**src/rtl/coin_accept.sv**
```systemverilog
// Coin intake and credit controller: edge-detects coin/select/cancel levels, accumulates credit, vends and hands change to the return block.
// Latency: one clock from a sampled input rise to the updated credit / coin_reject; purchase reaches return_start two clocks after select.
// Backpressure: none on inputs; while busy, coins are refused via coin_reject and select/cancel are dropped, and WAIT_RET holds until return_done.
//
// Ports:
//   clk, reset            system clock (rising edge), asynchronous active-high reset
//   quarter_in/dime_in/nickel_in  coin sensor levels, one coin per rising edge
//   select, cancel        purchase / refund request levels, edge-detected
//   price[7:0]            item price in cents, compared on the select rise
//   return_done           one-cycle completion pulse from the coin-return block
//   credit[7:0]           accumulated credit in cents
//   change[7:0]           amount handed to the return block, stable until back in IDLE
//   return_start          one-cycle start pulse to the return block
//   vend                  one-cycle product dispense pulse
//   coin_reject           one-cycle reject gate pulse for refused coins
//   busy                  high in every state except IDLE
module coin_accept #(
    parameter int unsigned MAX_CREDIT = 200
) (
    input  logic       clk,
    input  logic       reset,
    input  logic       quarter_in,
    input  logic       dime_in,
    input  logic       nickel_in,
    input  logic       select,
    input  logic       cancel,
    input  logic [7:0] price,
    input  logic       return_done,
    output logic [7:0] credit,
    output logic [7:0] change,
    output logic       return_start,
    output logic       vend,
    output logic       coin_reject,
    output logic       busy
);

    typedef enum logic [1:0] {
        IDLE     = 2'd0,
        VEND     = 2'd1,
        START    = 2'd2,
        WAIT_RET = 2'd3
    } state_t;

    localparam logic [8:0] MAX_SUM = 9'(MAX_CREDIT);

    state_t state;

    // Previous-value registers reset high so that a level already asserted
    // when reset releases is not mistaken for a fresh coin or request.
    logic quarter_prev;
    logic dime_prev;
    logic nickel_prev;
    logic select_prev;
    logic cancel_prev;

    logic quarter_rise;
    logic dime_rise;
    logic nickel_rise;
    logic select_rise;
    logic cancel_rise;
    logic any_coin;
    logic [8:0] sum;

    always_comb begin
        quarter_rise = quarter_in & ~quarter_prev;
        dime_rise    = dime_in    & ~dime_prev;
        nickel_rise  = nickel_in  & ~nickel_prev;
        select_rise  = select     & ~select_prev;
        cancel_rise  = cancel     & ~cancel_prev;
        any_coin     = quarter_rise | dime_rise | nickel_rise;
        // 9 bits so that an overflowing batch of coins is detected rather than wrapped.
        sum = {1'b0, credit}
            + (quarter_rise ? 9'd25 : 9'd0)
            + (dime_rise    ? 9'd10 : 9'd0)
            + (nickel_rise  ? 9'd5  : 9'd0);
    end

    always_ff @(posedge clk or posedge reset) begin
        if (reset) begin
            state        <= IDLE;
            credit       <= 8'd0;
            change       <= 8'd0;
            coin_reject  <= 1'b0;
            quarter_prev <= 1'b1;
            dime_prev    <= 1'b1;
            nickel_prev  <= 1'b1;
            select_prev  <= 1'b1;
            cancel_prev  <= 1'b1;
        end else begin
            quarter_prev <= quarter_in;
            dime_prev    <= dime_in;
            nickel_prev  <= nickel_in;
            select_prev  <= select;
            cancel_prev  <= cancel;
            coin_reject  <= 1'b0;

            case (state)
                IDLE: begin
                    if (cancel_rise && (credit != 8'd0)) begin
                        change      <= credit;
                        credit      <= 8'd0;
                        state       <= START;
                        coin_reject <= any_coin;
                    end else if (select_rise && (credit >= price)) begin
                        change      <= credit - price;
                        credit      <= 8'd0;
                        state       <= VEND;
                        coin_reject <= any_coin;
                    end else if (any_coin) begin
                        // All coins of one cycle are accepted or refused as a group.
                        if (sum <= MAX_SUM) begin
                            credit <= sum[7:0];
                        end else begin
                            coin_reject <= 1'b1;
                        end
                    end
                end
                VEND: begin
                    coin_reject <= any_coin;
                    state       <= (change == 8'd0) ? IDLE : START;
                end
                START: begin
                    coin_reject <= any_coin;
                    state       <= WAIT_RET;
                end
                WAIT_RET: begin
                    coin_reject <= any_coin;
                    if (return_done) begin
                        state  <= IDLE;
                        change <= 8'd0;
                    end
                end
                default: state <= IDLE;
            endcase
        end
    end

    assign vend         = (state == VEND);
    assign return_start = (state == START);
    assign busy         = (state != IDLE);

endmodule

```
**config.mk**
```make
export PLATFORM = sky130hd
export DESIGN_NAME = coin_accept
export DESIGN_NICKNAME = d
export VERILOG_FILES = /design/src/rtl/coin_accept.sv
export SDC_FILE = /design/constraint.sdc
export NUM_CORES = 1
export LEC_CHECK = 0
export BUFFER_PORTS_ARGS = -buffer_cell sky130_fd_sc_hd__buf_4
export CAP_MARGIN = 20
export CORE_MARGIN = 8
export CORE_UTILIZATION = 50
export DETAILED_ROUTE_END_ITERATION = 8
export PLACE_DENSITY = 0.76
export SLEW_MARGIN = 15
export SYNTH_ARGS = -nofsm -noshare
export SYNTH_HDL_FRONTEND = slang
export SYNTH_SLANG_ARGS = --single-unit
```
**constraint.sdc**
```tcl
create_clock -name clk -period 3.19 [get_ports clk]
set_input_delay 0.4785 -clock clk [delete_from_list [all_inputs] [get_ports clk]]
set_output_delay 0.4785 -clock clk [all_outputs]
set_load 0.02 [all_outputs]
```
==> results_dict.tcl <==
set metrics [dict create \
    fin_util 0.677 \
    cts_buffer_depth 2 \
    syn-cell-area_sq_mm 0.00192 \
    postSynthCellCount 215 \
    cts_hold_buf 0 \
    async_flop_share 1.00 \
    hold_violations 0 \
    path_class "flip-flop to flip-flop" \
    ios 36 \
    drv_cap 0 \
    track_usage 0.158 \
    ir_worst_vdd_mv 0.449 \
    final_max_slew_viol_count 0 \
    drc 0 \
    clock.fmax_mhz 318 \
    htreeDepth 1 \
    cts-buffers-inserted 3 \
    synth_cell_types 52 \
    place_congestion 0.853 \
    wl_met3_microns 295 \
    start_kind "flip-flop" \
    end_kind "flip-flop" \
    clk_pin_slew_worst_paths_ps 90 \
    required_ps 3400 \
    cts.sink_count 24 \
    syn_nets 250 \
    rsz0062_at_grt "yes" \
    routed-wl-met2_mm 2.38 \
    antenna_left 0 \
    yosysSeqAreaShare 0.316 \
    wirelength_met1_mm 2.24 \
    post_cts.repair.setup_buffers 0 \
    grt-ovfl-total 0 \
    synth.most_common_cell "dfrtp_1" \
    period_needed_ps 3140 \
    clock_skew_ps 2.55 \
    coreArea_sq_mm 0.00369 \
    dr.pass1.iters 4 \
    insertion_delay_ps 270 \
    antenna_found_initial 0 \
    yosys_warnings 0 \
    syn_avg_cell_area_sq_um 8.94 \
    p_leak_nw 1.21 \
    syn_to_final_growth_pct 29.9 \
    ys.flop_type "dfrtp_1" \
    final_layout_size_suffix_gt1_frac 0.323 \
    first_global_vias 1652 \
    synth_area_leader_cell "dfrtp_1" \
    io_buffer_count 35 \
    wire_per_inst_microns 15.9 \
    regArea_sq_um 607 \
    fin_area_sq_mm 0.00250 \
    dieHeight_microns 78.0 \
    synthTopCellsByArea "dfrtp_1 25%, ha_1 11%, dfstp_2 6.8%, inv_1 3.5%, nor2_1 3.5%" \
    final_nets 299 \
    dp_hpwl_mm 3.82 \
    critical_path.slowest_cell "dfstp_2" \
    hold_path_class "input port to asynchronous set/reset pin" \
    cts_root_buf "clkbuf_8" \
    die_area_sq_mm 0.00608 \
    power_density_mw_per_mm2 877 \
    topRoutingLayerUsed "met4" \
    nFillCells 321 \
    via_per_inst 5.61 \
    placed_cells 306 \
    cts_tree "yes" \
    dp_worst_setup_slack_ps -280 \
    drt_iter0_markers 109 \
    path_cells "nor2b_2 > xnor2_2 > ha_2 > a21o_1 > ha_4 > inv_2 > fa_2 > nor3b_4 > o21a_1 > o211ai_1 > and3_4 > and2_4 > or4_4 > o21ai_2" \
    num_antenna_cells 0 \
    cp_max_fo 2 \
    arrival_ps 3350 \
    fp-row-count 22 \
    routed_wl_mm 4.95 \
    setup_slack_ps 45.3 \
    grt_max_degree 25 \
    fin_crit_sh 0.986 \
    vias 1746 \
    synth_commonest_cells "19 x dfrtp_1, 18 x inv_1, 18 x nor2_1, 17 x ha_1, 12 x nand2_1" \
    synth_seq_cells 24 \
    multi_input_area_sq_mm 0.00129 \
    initial_utilization 0.521 \
    fin_cells 311 \
    place_area_sq_mm 0.00235 \
    synth_edf_count 0 \
    outcome "finished clean" \
    setup_viol 0 \
    cpPeakStageDelay_ps 540 \
    yosys.area.top_type_share 0.247 \
    grt_pass1_wl_mm 7.94 \
    die_w_microns 78.0 \
    worst_pin_slew_ps 692 \
    max_slew_margin 0.539 \
]
timing repair:
item	CTS	global route
gates cloned	0	0
setup endpoints to repair	8	8
pin swaps	0	9
gates resized for setup	3	8
report_power, final:
group	switching [W]	internal [W]
logic	0.000748	0.000622
clock network	0.000108	0.000168
registers	0.000134	0.000407
total	0.000991	0.00120
metrics by stage:
step                power [W]  hold slack (ps)  TNS, ps
detailed placement    0.00186              516    -2090
floorplan             0.00144              483    -23.7
global route          0.00235              149     -298
CTS                   0.00215              311        0
global placement      0.00184              514    -1310
finish                0.00219              126        0
final cells by class:
type | instances | area share
repair buffers | 50 | 0.158
multi-input cells | 167 | 0.519
inverters | 18 | 0.0271
clock inverters | 1 | 0.0120
flip-flops and latches | 24 | 0.243
well taps | 48 | 0.0241
clock buffers | 3 | 0.0165
cells by family after synthesis:
| logic type | count (synthesis) | share of synthesized area |
|---|---|---|
| AND/OR/NAND/NOR | 69 | 0.189 |
| AO/OA/AOI/OAI | 65 | 0.242 |
| buffers and inverters | 24 | 0.0527 |
| flip-flops | 24 | 0.316 |
| adder cells (fa/ha/maj) | 19 | 0.132 |
| XOR/XNOR | 12 | 0.0586 |
| multiplexers | 2 | 0.0104 |
path summary, 6_finish.rpt:
check                                   endpoint  cells after the start              startpoint  slack [ps]
max                        credit[6]$_DFFE_PP0P_                     14  quarter_prev$_DFF_PP1_          50
min                        coin_reject$_DFF_PP0_                      2                   reset         130
max reg2reg                credit[6]$_DFFE_PP0P_                     14  quarter_prev$_DFF_PP1_          50
min reg2reg                change[6]$_DFFE_PP0P_                      2   change[6]$_DFFE_PP0P_         540
max in group asynchronous  select_prev$_DFF_PP1_                      3                   reset        2600
min in group clk             dime_prev$_DFF_PP1_                      1                 dime_in         310
flip-flops by register name, summed over array words and instances, names as in the netlist:
register,flops
select_prev,1
quarter_prev,1
change,8
nickel_prev,1
credit,8
dime_prev,1
coin_reject,1
state,2
cancel_prev,1
per-layer routing:
| metal | GRT usage | vias to the layer above |
|---|---|---|
| li1 | - | 870 |
| met1 | 0.206 | 824 |
| met2 | 0.263 | 50 |
| met3 | 0.0392 | 2 |
| met4 | 0.0222 | 0 |
| met5 | 0 | - |
cell usage in the layout, fill, tap and decap left out, types with 5 or more instances in the layout:
| cell type | instances |
|---|---|
| nand3_1 | 6 |
| dfstp_2 | 5 |
| inv_1 | 17 |
| a21o_1 | 6 |
| nand2_1 | 12 |
| xor2_1 | 6 |
| nor2b_1 | 6 |
| ha_1 | 13 |
| nor2_1 | 18 |
| nor3_1 | 5 |
| a22o_1 | 7 |
| a21oi_1 | 10 |
| buf_4 | 49 |
| o21ai_0 | 10 |
| dfrtp_1 | 19 |
worst max-delay path: cells and delay by family, from the launching register on:
kind                       cells  cell delay, ps
and+or+nand+nor                5            1100
adders and majority gates      3             850
buffers and inverters          1              30
DFF                            1             540
xor gates and xnor gates       1             120
AOI/OAI and AO/OA              4             420
(Power assumes the default switching activity.)
